--- src/rtl/muldiv_iter_if.sv ---
// Handshake/result bundle between the EX-stage controller (master) and the
// iterative multiply/divide unit (slave).
interface muldiv_iter_if #(
    parameter int WIDTH = 32
);
    logic             flush;
    logic             start;
    logic [1:0]       op;
    logic [WIDTH-1:0] src_a;
    logic [WIDTH-1:0] src_b;
    logic             busy;
    logic             stallreq;
    logic             done;
    logic [WIDTH-1:0] hi;
    logic [WIDTH-1:0] lo;
    logic             div_by_zero;

    modport master (
        output flush, start, op, src_a, src_b,
        input  busy, stallreq, done, hi, lo, div_by_zero
    );

    modport slave (
        input  flush, start, op, src_a, src_b,
        output busy, stallreq, done, hi, lo, div_by_zero
    );
endinterface

--- src/rtl/muldiv_iter.sv ---
// Iterative MULT/MULTU/DIV/DIVU unit: shift-add multiply and restoring divide on
// operand magnitudes, one bit per cycle, sign-corrected into a registered HI/LO pair.
module muldiv_iter #(
    parameter int WIDTH = 32,
    parameter int CNT_W = 6
) (
    input  logic         clk,
    input  logic         rst,
    muldiv_iter_if.slave bus
);
    typedef enum logic [1:0] {
        S_IDLE = 2'd0,
        S_RUN  = 2'd1,
        S_DONE = 2'd2
    } state_e;

    localparam logic [CNT_W-1:0] CNT_LAST = CNT_W'(WIDTH);
    localparam logic [CNT_W-1:0] CNT_ONE  = CNT_W'(1);

    // Absolute value taken one bit wider so that -2^(WIDTH-1) maps to 2^(WIDTH-1).
    function automatic logic [WIDTH-1:0] magnitude(input logic [WIDTH-1:0] v,
                                                   input logic             is_signed);
        logic [WIDTH:0] ext;
        ext = {is_signed & v[WIDTH-1], v};
        ext = ext[WIDTH] ? -ext : ext;
        return ext[WIDTH-1:0];
    endfunction

    state_e             state_q, state_d;
    logic [CNT_W-1:0]   cnt_q, cnt_d;
    logic [2*WIDTH-1:0] acc_q, acc_d;
    logic [WIDTH-1:0]   b_q, b_d;
    logic               is_div_q, is_div_d;
    logic               sign_pq_q, sign_pq_d;
    logic               sign_r_q, sign_r_d;
    logic [WIDTH-1:0]   hi_q, hi_d;
    logic [WIDTH-1:0]   lo_q, lo_d;
    logic               done_q, done_d;
    logic               busy_q, busy_d;
    logic               dbz_q, dbz_d;

    logic [WIDTH:0]     mul_sum_s;
    logic [2*WIDTH-1:0] mul_next_s;
    logic [WIDTH:0]     div_rem_s;
    logic [WIDTH:0]     div_diff_s;
    logic               div_ge_s;
    logic [2*WIDTH-1:0] div_next_s;
    logic [2*WIDTH-1:0] prod_s;
    logic [WIDTH-1:0]   quot_s;
    logic [WIDTH-1:0]   rem_s;
    logic               op_div_s;
    logic               op_signed_s;

    assign op_div_s    = bus.op[1];
    assign op_signed_s = ~bus.op[0];

    // One iteration of each algorithm and the sign-corrected final results.
    // acc holds {partial product, multiplier} or {remainder, dividend/quotient}.
    always_comb begin
        mul_sum_s  = {1'b0, acc_q[2*WIDTH-1:WIDTH]}
                   + (acc_q[0] ? {1'b0, b_q} : {(WIDTH+1){1'b0}});
        mul_next_s = {mul_sum_s, acc_q[WIDTH-1:1]};
        div_rem_s  = {acc_q[2*WIDTH-1:WIDTH], acc_q[WIDTH-1]};
        div_diff_s = div_rem_s - {1'b0, b_q};
        div_ge_s   = ~div_diff_s[WIDTH];
        div_next_s = {(div_ge_s ? div_diff_s[WIDTH-1:0] : div_rem_s[WIDTH-1:0]),
                      acc_q[WIDTH-2:0], div_ge_s};
        prod_s     = sign_pq_q ? -acc_q : acc_q;
        quot_s     = sign_pq_q ? -acc_q[WIDTH-1:0] : acc_q[WIDTH-1:0];
        rem_s      = sign_r_q ? -acc_q[2*WIDTH-1:WIDTH] : acc_q[2*WIDTH-1:WIDTH];
    end

    // Next-state logic; flush overrides everything and leaves hi/lo untouched.
    always_comb begin
        state_d   = state_q;
        cnt_d     = cnt_q;
        acc_d     = acc_q;
        b_d       = b_q;
        is_div_d  = is_div_q;
        sign_pq_d = sign_pq_q;
        sign_r_d  = sign_r_q;
        hi_d      = hi_q;
        lo_d      = lo_q;
        done_d    = 1'b0;
        dbz_d     = 1'b0;
        if (bus.flush) begin
            state_d = S_IDLE;
        end else begin
            case (state_q)
                S_IDLE: begin
                    if (bus.start && op_div_s && (bus.src_b == '0)) begin
                        hi_d    = bus.src_a;
                        lo_d    = '1;
                        done_d  = 1'b1;
                        dbz_d   = 1'b1;
                        state_d = S_DONE;
                    end else if (bus.start) begin
                        is_div_d  = op_div_s;
                        sign_pq_d = op_signed_s & (bus.src_a[WIDTH-1] ^ bus.src_b[WIDTH-1]);
                        sign_r_d  = op_signed_s & op_div_s & bus.src_a[WIDTH-1];
                        acc_d     = {{WIDTH{1'b0}}, magnitude(bus.src_a, op_signed_s)};
                        b_d       = magnitude(bus.src_b, op_signed_s);
                        cnt_d     = '0;
                        state_d   = S_RUN;
                    end else begin
                        state_d = S_IDLE;
                    end
                end
                S_RUN: begin
                    if (cnt_q == CNT_LAST) begin
                        if (is_div_q) begin
                            hi_d = rem_s;
                            lo_d = quot_s;
                        end else begin
                            hi_d = prod_s[2*WIDTH-1:WIDTH];
                            lo_d = prod_s[WIDTH-1:0];
                        end
                        done_d  = 1'b1;
                        state_d = S_DONE;
                    end else begin
                        acc_d = is_div_q ? div_next_s : mul_next_s;
                        cnt_d = cnt_q + CNT_ONE;
                    end
                end
                S_DONE:  state_d = S_IDLE;
                default: state_d = S_IDLE;
            endcase
        end
        busy_d = (state_d != S_IDLE);
    end

    // State, datapath and output registers.
    always_ff @(posedge clk or posedge rst) begin
        if (rst) begin
            state_q   <= S_IDLE;
            cnt_q     <= '0;
            acc_q     <= '0;
            b_q       <= '0;
            is_div_q  <= 1'b0;
            sign_pq_q <= 1'b0;
            sign_r_q  <= 1'b0;
            hi_q      <= '0;
            lo_q      <= '0;
            done_q    <= 1'b0;
            busy_q    <= 1'b0;
            dbz_q     <= 1'b0;
        end else begin
            state_q   <= state_d;
            cnt_q     <= cnt_d;
            acc_q     <= acc_d;
            b_q       <= b_d;
            is_div_q  <= is_div_d;
            sign_pq_q <= sign_pq_d;
            sign_r_q  <= sign_r_d;
            hi_q      <= hi_d;
            lo_q      <= lo_d;
            done_q    <= done_d;
            busy_q    <= busy_d;
            dbz_q     <= dbz_d;
        end
    end

    // stallreq drops in DONE so the owning instruction advances with the result.
    assign bus.stallreq    = ~rst & ~bus.flush
                           & (((state_q == S_IDLE) & bus.start) | (state_q == S_RUN));
    assign bus.busy        = busy_q;
    assign bus.done        = done_q;
    assign bus.hi          = hi_q;
    assign bus.lo          = lo_q;
    assign bus.div_by_zero = dbz_q;
endmodule

--- src/flat_wrapper.sv ---
// flat-port wrapper written by rule: the top's interface ports become plain ports
module muldiv_iter_flat 
#(
    parameter int WIDTH = 32,
    parameter int CNT_W = 6
)
  (clk, rst, bus_flush, bus_start, bus_op, bus_src_a, bus_src_b, bus_busy, bus_stallreq, bus_done, bus_hi, bus_lo, bus_div_by_zero);
  muldiv_iter_if #(.WIDTH(WIDTH)) bus_i ();
  input  logic clk;
  input  logic rst;
  input wire logic [$bits(bus_i.flush)-1:0] bus_flush;
  input wire logic [$bits(bus_i.start)-1:0] bus_start;
  input wire logic [$bits(bus_i.op)-1:0] bus_op;
  input wire logic [$bits(bus_i.src_a)-1:0] bus_src_a;
  input wire logic [$bits(bus_i.src_b)-1:0] bus_src_b;
  output wire logic [$bits(bus_i.busy)-1:0] bus_busy;
  output wire logic [$bits(bus_i.stallreq)-1:0] bus_stallreq;
  output wire logic [$bits(bus_i.done)-1:0] bus_done;
  output wire logic [$bits(bus_i.hi)-1:0] bus_hi;
  output wire logic [$bits(bus_i.lo)-1:0] bus_lo;
  output wire logic [$bits(bus_i.div_by_zero)-1:0] bus_div_by_zero;
  assign bus_i.flush = bus_flush;
  assign bus_i.start = bus_start;
  assign bus_i.op = bus_op;
  assign bus_i.src_a = bus_src_a;
  assign bus_i.src_b = bus_src_b;
  assign bus_busy = bus_i.busy;
  assign bus_stallreq = bus_i.stallreq;
  assign bus_done = bus_i.done;
  assign bus_hi = bus_i.hi;
  assign bus_lo = bus_i.lo;
  assign bus_div_by_zero = bus_i.div_by_zero;
  muldiv_iter #(.WIDTH(WIDTH), .CNT_W(CNT_W)) u_core (.clk(clk), .rst(rst), .bus(bus_i));
endmodule
--- config.mk ---
export PLATFORM = sky130hd
export DESIGN_NAME = muldiv_iter_flat
export DESIGN_NICKNAME = d
export VERILOG_FILES = /design/src/rtl/muldiv_iter_if.sv /design/src/rtl/muldiv_iter.sv /design/src/flat_wrapper.sv
export SDC_FILE = /design/constraint.sdc
export NUM_CORES = 1
export LEC_CHECK = 0
export BUFFER_PORTS_ARGS = -buffer_cell sky130_fd_sc_hd__buf_4
export CORE_MARGIN = 3
export CORE_UTILIZATION = 59
export DETAILED_ROUTE_END_ITERATION = 8
export GPL_TIMING_DRIVEN = 0
export MAX_ROUTING_LAYER = met4
export PLACE_DENSITY_LB_ADDON = 0.3
export SLEW_MARGIN = 20
export SYNTH_ARGS = -nofsm -noshare
export SYNTH_HDL_FRONTEND = slang
export SYNTH_SLANG_ARGS = --single-unit
--- constraint.sdc ---
create_clock -name clk -period 6.7 [get_ports clk]
set_clock_uncertainty 0.2 [all_clocks]
set_input_delay 0.335 -clock clk [delete_from_list [all_inputs] [get_ports clk]]
set_output_delay 0.335 -clock clk [all_outputs]
set_load 0.1 [all_outputs]
==> reports/metrics.cfg <==
[run_status]
status=finished, violations left
failed_checks=design-rule violations, negative hold slack

[global_routing]
grtUsageMet3=0.06438
grt_max_degree=103
grt_pass1_wl_um=74660
grt_use_met2=0.6054
antenna_found_initial=1
grt_use_total=0.3713
grt-ovfl-total=0
busiest_layer=met2
grt_pass1_vias=14424
met1_usage=0.4301

[place]
place_ws_ns=1.722
gp_congestion=1.053
portBuffers=137
hpwl_um=35630

[logic_synthesis]
syn-cell-area_um2=14200
synth_edf_count=0
ys.flop_type=dfrtp_1
synth_xor_area_frac=0.1018
muxShareOfSynthArea=0.04485
async_reset_ff_frac=1.000
syn_nets=1923
syn_avg_cell_area_um2=7.974
synthSimpleGateAreaFrac=0.2020
synth-seq-area-share=0.3066
synth_compound_area_frac=0.2331
synth_cells=1781
synth_top_family_by_area=compound AO/OA/AOI/OAI gates
synth-seq-cells=174
ys.warnings.count=0
synth_adder_area_share=0.06449
synthDistinctLibCells=79

[detailed_routing]
drt-total-wl_um=46970
drc=2
via_count=14805
drt_first_pass_iters=9
drt-vias-per-instance=6.482
drt_iter0_markers=1723
avgRoutedWirePerCell_um=20.56
ant_nets=0

[setup_path]
worstSetupPathType=input port to output pin
cpLargestDelayFamily=buffers and inverters
worstPathCellList=dlygate4sd3_1 -> buf_4 -> nor3_1 -> nand4b_1 -> nor4_1 -> nand2_1 -> a21oi_1 -> clkbuf_1 -> buf_1 -> a21oi_1 -> buf_4
cp-start-kind=input port
critical_path_buf_inv_count=5
reg2regPathDepth=12
slowest_stage=clkbuf_1
crit_path_end_kind=output pin
cp_max_fo=10
path_depth=11
rr_startpoint=u_core.acc_q[0]$_DFFE_PP0P_
startpoint=bus_src_b[14]
arrival_ns=4.97
required_ns=6.16
slowest_delay_ns=0.73

[clocking]
clkTransAtPathRegs_ns=0.08
clock_latency_ns=0.45
cts_tree=done
htreeDepth=4
clock_path_buffers=2
cts-root-buf=clkbuf_16
post_cts.repair.setup_buffers=0
cts_buffers=17
clock_sinks=174

[power_and_ir_drop]
ir_worst_vdd_uv=180.5
p_total_mw=5.584
leakagePower_nw=7.329
power_density_nw_per_um2=340.8

[timing]
fmax_ghz=0.1816
holdWs_ns=-0.007083
slew_headroom=0.3097
final.min_clock_period_ns=5.507
hold_violations=4
fin_crit_sh=0.8219
setup_ws_ns=1.193
tightest_slew_ns=1.032
slew_viol_final=0
setup_viol=0
rsz0062_at_grt=no

[run]
maxCapViolCount=0

[min_path]
whs_path_depth=3
hold_path_class=input port to register
hold_start=bus_src_b[19]

[die]
start_util=0.6032
die_w_um=161.1
num_rows=56
io_pins=138
core-area_um2=23540
die-area_um2=25970
die_y_um=161.1

[finish]
layout-drive-gt1-share=0.1100
syn_to_final_growth_pct=15.37
fillers=1934
fin_nets=2093

-- cells in the mapped netlist (all sizes together), types with 4 or more instances --
cell     instances  area [um^2]
o22ai            5        31.28
a211oi          11        82.58
a22oi           15        112.6
nand3           44        225.2
o221ai           9        78.83
o21a             9        67.56
xor2            77        674.4
a21boi           5        37.54
mux2             5        56.30
a21oi          124        624.4
o41ai           14        156.4
a21o            23        172.7
a31oi           40        250.2
nor3b            6        45.04
ha              70        875.8
o21ai          171        855.8
nand2b          16        100.1
a2111oi          4        35.03
clkbuf          83        312.8
nor4            22        137.6
nor3            33        176.4
nand2          213        802.0
or2              8        50.05
o22a            13        113.9
dfrtp          174         4354
and3             8        50.05
or4b             4        43.79
nor2           173        649.4
inv             63        236.5
or4             20        165.2
nand4           10        62.56
xnor2           88        770.7
mux2i           58        580.6
o31ai           28        215.2
o2111ai          4        35.03
and2             7        43.79
or3             24        150.1
nor2b           11        68.82
buf             21        112.6
o211ai          25        187.7
-- cells by family after synthesis --
| group | count (synthesis) |
|---|---|
| and+or+nand+nor | 610 |
| xor gates and xnor gates | 165 |
| DFF | 174 |
| adders and majority gates | 72 |
| muxes | 63 |
| AOI/OAI and AO/OA | 528 |
| buffers and inverters | 169 |
-- power breakdown --
group / internal, mW / switching (mW) / total (mW)
Sequential: 1.23 / 0.313 / 1.54
Clock: 0.507 / 0.512 / 1.02
Combinational: 1.18 / 1.85 / 3.02
-- flip-flops by register name (all words and copies together), names as in the netlist --
| register | flops |
|---|---|
| u_core.is_div_q | 1 |
| u_core.bus.lo | 32 |
| u_core.state_q | 2 |
| u_core.sign_pq_q | 1 |
| u_core.b_q | 32 |
| u_core.sign_r_q | 1 |
| u_core.cnt_q | 6 |
| u_core.bus.done | 1 |
| u_core.bus.hi | 32 |
| u_core.acc_q | 64 |
| u_core.bus.div_by_zero | 1 |
| u_core.bus.busy | 1 |
-- layout by cell type (no fill, tap or decap), types with 22 or more instances in the layout --
master    Yosys  routed
mux2i_1      58      58
nor3_1       32      32
a31oi_1      40      40
o31ai_1      27      27
nand3_1      43      43
nand2_1     212     212
o211ai_1     25      25
clkbuf_1     82      82
a21oi_1     123     123
xnor2_1      88      88
or3_1        24      24
o21ai_0     168     168
xor2_1       77      77
nor2_1      173     173
nor4_1       22      22
a21o_1       23      23
buf_4         0     137
ha_1         70      70
dfrtp_1     174     174
inv_1        63      62
-- through the flow --
stage               setup TNS, ns  utilization  area [um^2]  cells
global route                    0       0.6959        16380   2284
finish                          0       0.6959        16380   2284
detailed placement              0       0.6653        15660   2238
CTS                             0       0.6958        16380   2283
global placement           -80.11       0.6639        15630   2237
floorplan                       0            -        14200   1781
-- metal layers --
layer  part of all wire  wire (um)
met5                  0          0
met4              0.070       3291
met3              0.096       4520
met2               0.46      21770
met1               0.37      17380
-- cell type report --
cell class | count | area, um^2 | share of cell area
Clock buffer | 18 | 439.2 | 0.02681
Buffer | 104 | 425.4 | 0.02597
Timing Repair Buffer | 151 | 1186 | 0.07240
Clock inverter | 14 | 147.6 | 0.009012
Antenna cell | 1 | 2.502 | 0.0001527
Sequential cell | 174 | 4354 | 0.2658
Multi-Input combinational cell | 1438 | 9178 | 0.5602
Tap cell | 319 | 399.1 | 0.02436
Inverter | 65 | 251.5 | 0.01535
-- path summary, 6_finish.rpt --
kind | endpoint | slack, ns
setup / recovery | bus_stallreq | 1.19
hold / removal | u_core.b_q[19]$_DFFE_PP0P_ | -0.007
setup reg to reg | u_core.bus.hi[28]$_DFFE_PP0P_ | 2.16
hold reg to reg | u_core.b_q[14]$_DFFE_PP0P_ | 0.28
max in group asynchronous | u_core.acc_q[56]$_DFFE_PP0P_ | 5.10
min in group asynchronous | u_core.bus.done$_DFF_PP0_ | 0.30
-- worst reg2reg max path, stage by stage (launching register included) --
cell,delay [ns]
dfrtp_1,0.42
clkinv_1,0.21
clkbuf_1,0.54
ha_1,0.28
nand2b_1,0.15
or4_4,0.50
nor4_1,0.51
a31oi_1,0.45
nor3_1,0.53
o21ai_0,0.19
xor2_1,0.17
nand2_1,0.10
a31oi_1,0.20
-- timing repair --
item,CTS,global route
hold endpoints to repair,85,0
hold buffers,13,0
resized for setup,0,0
No activity file was read; power rests on OpenSTA's default activity.
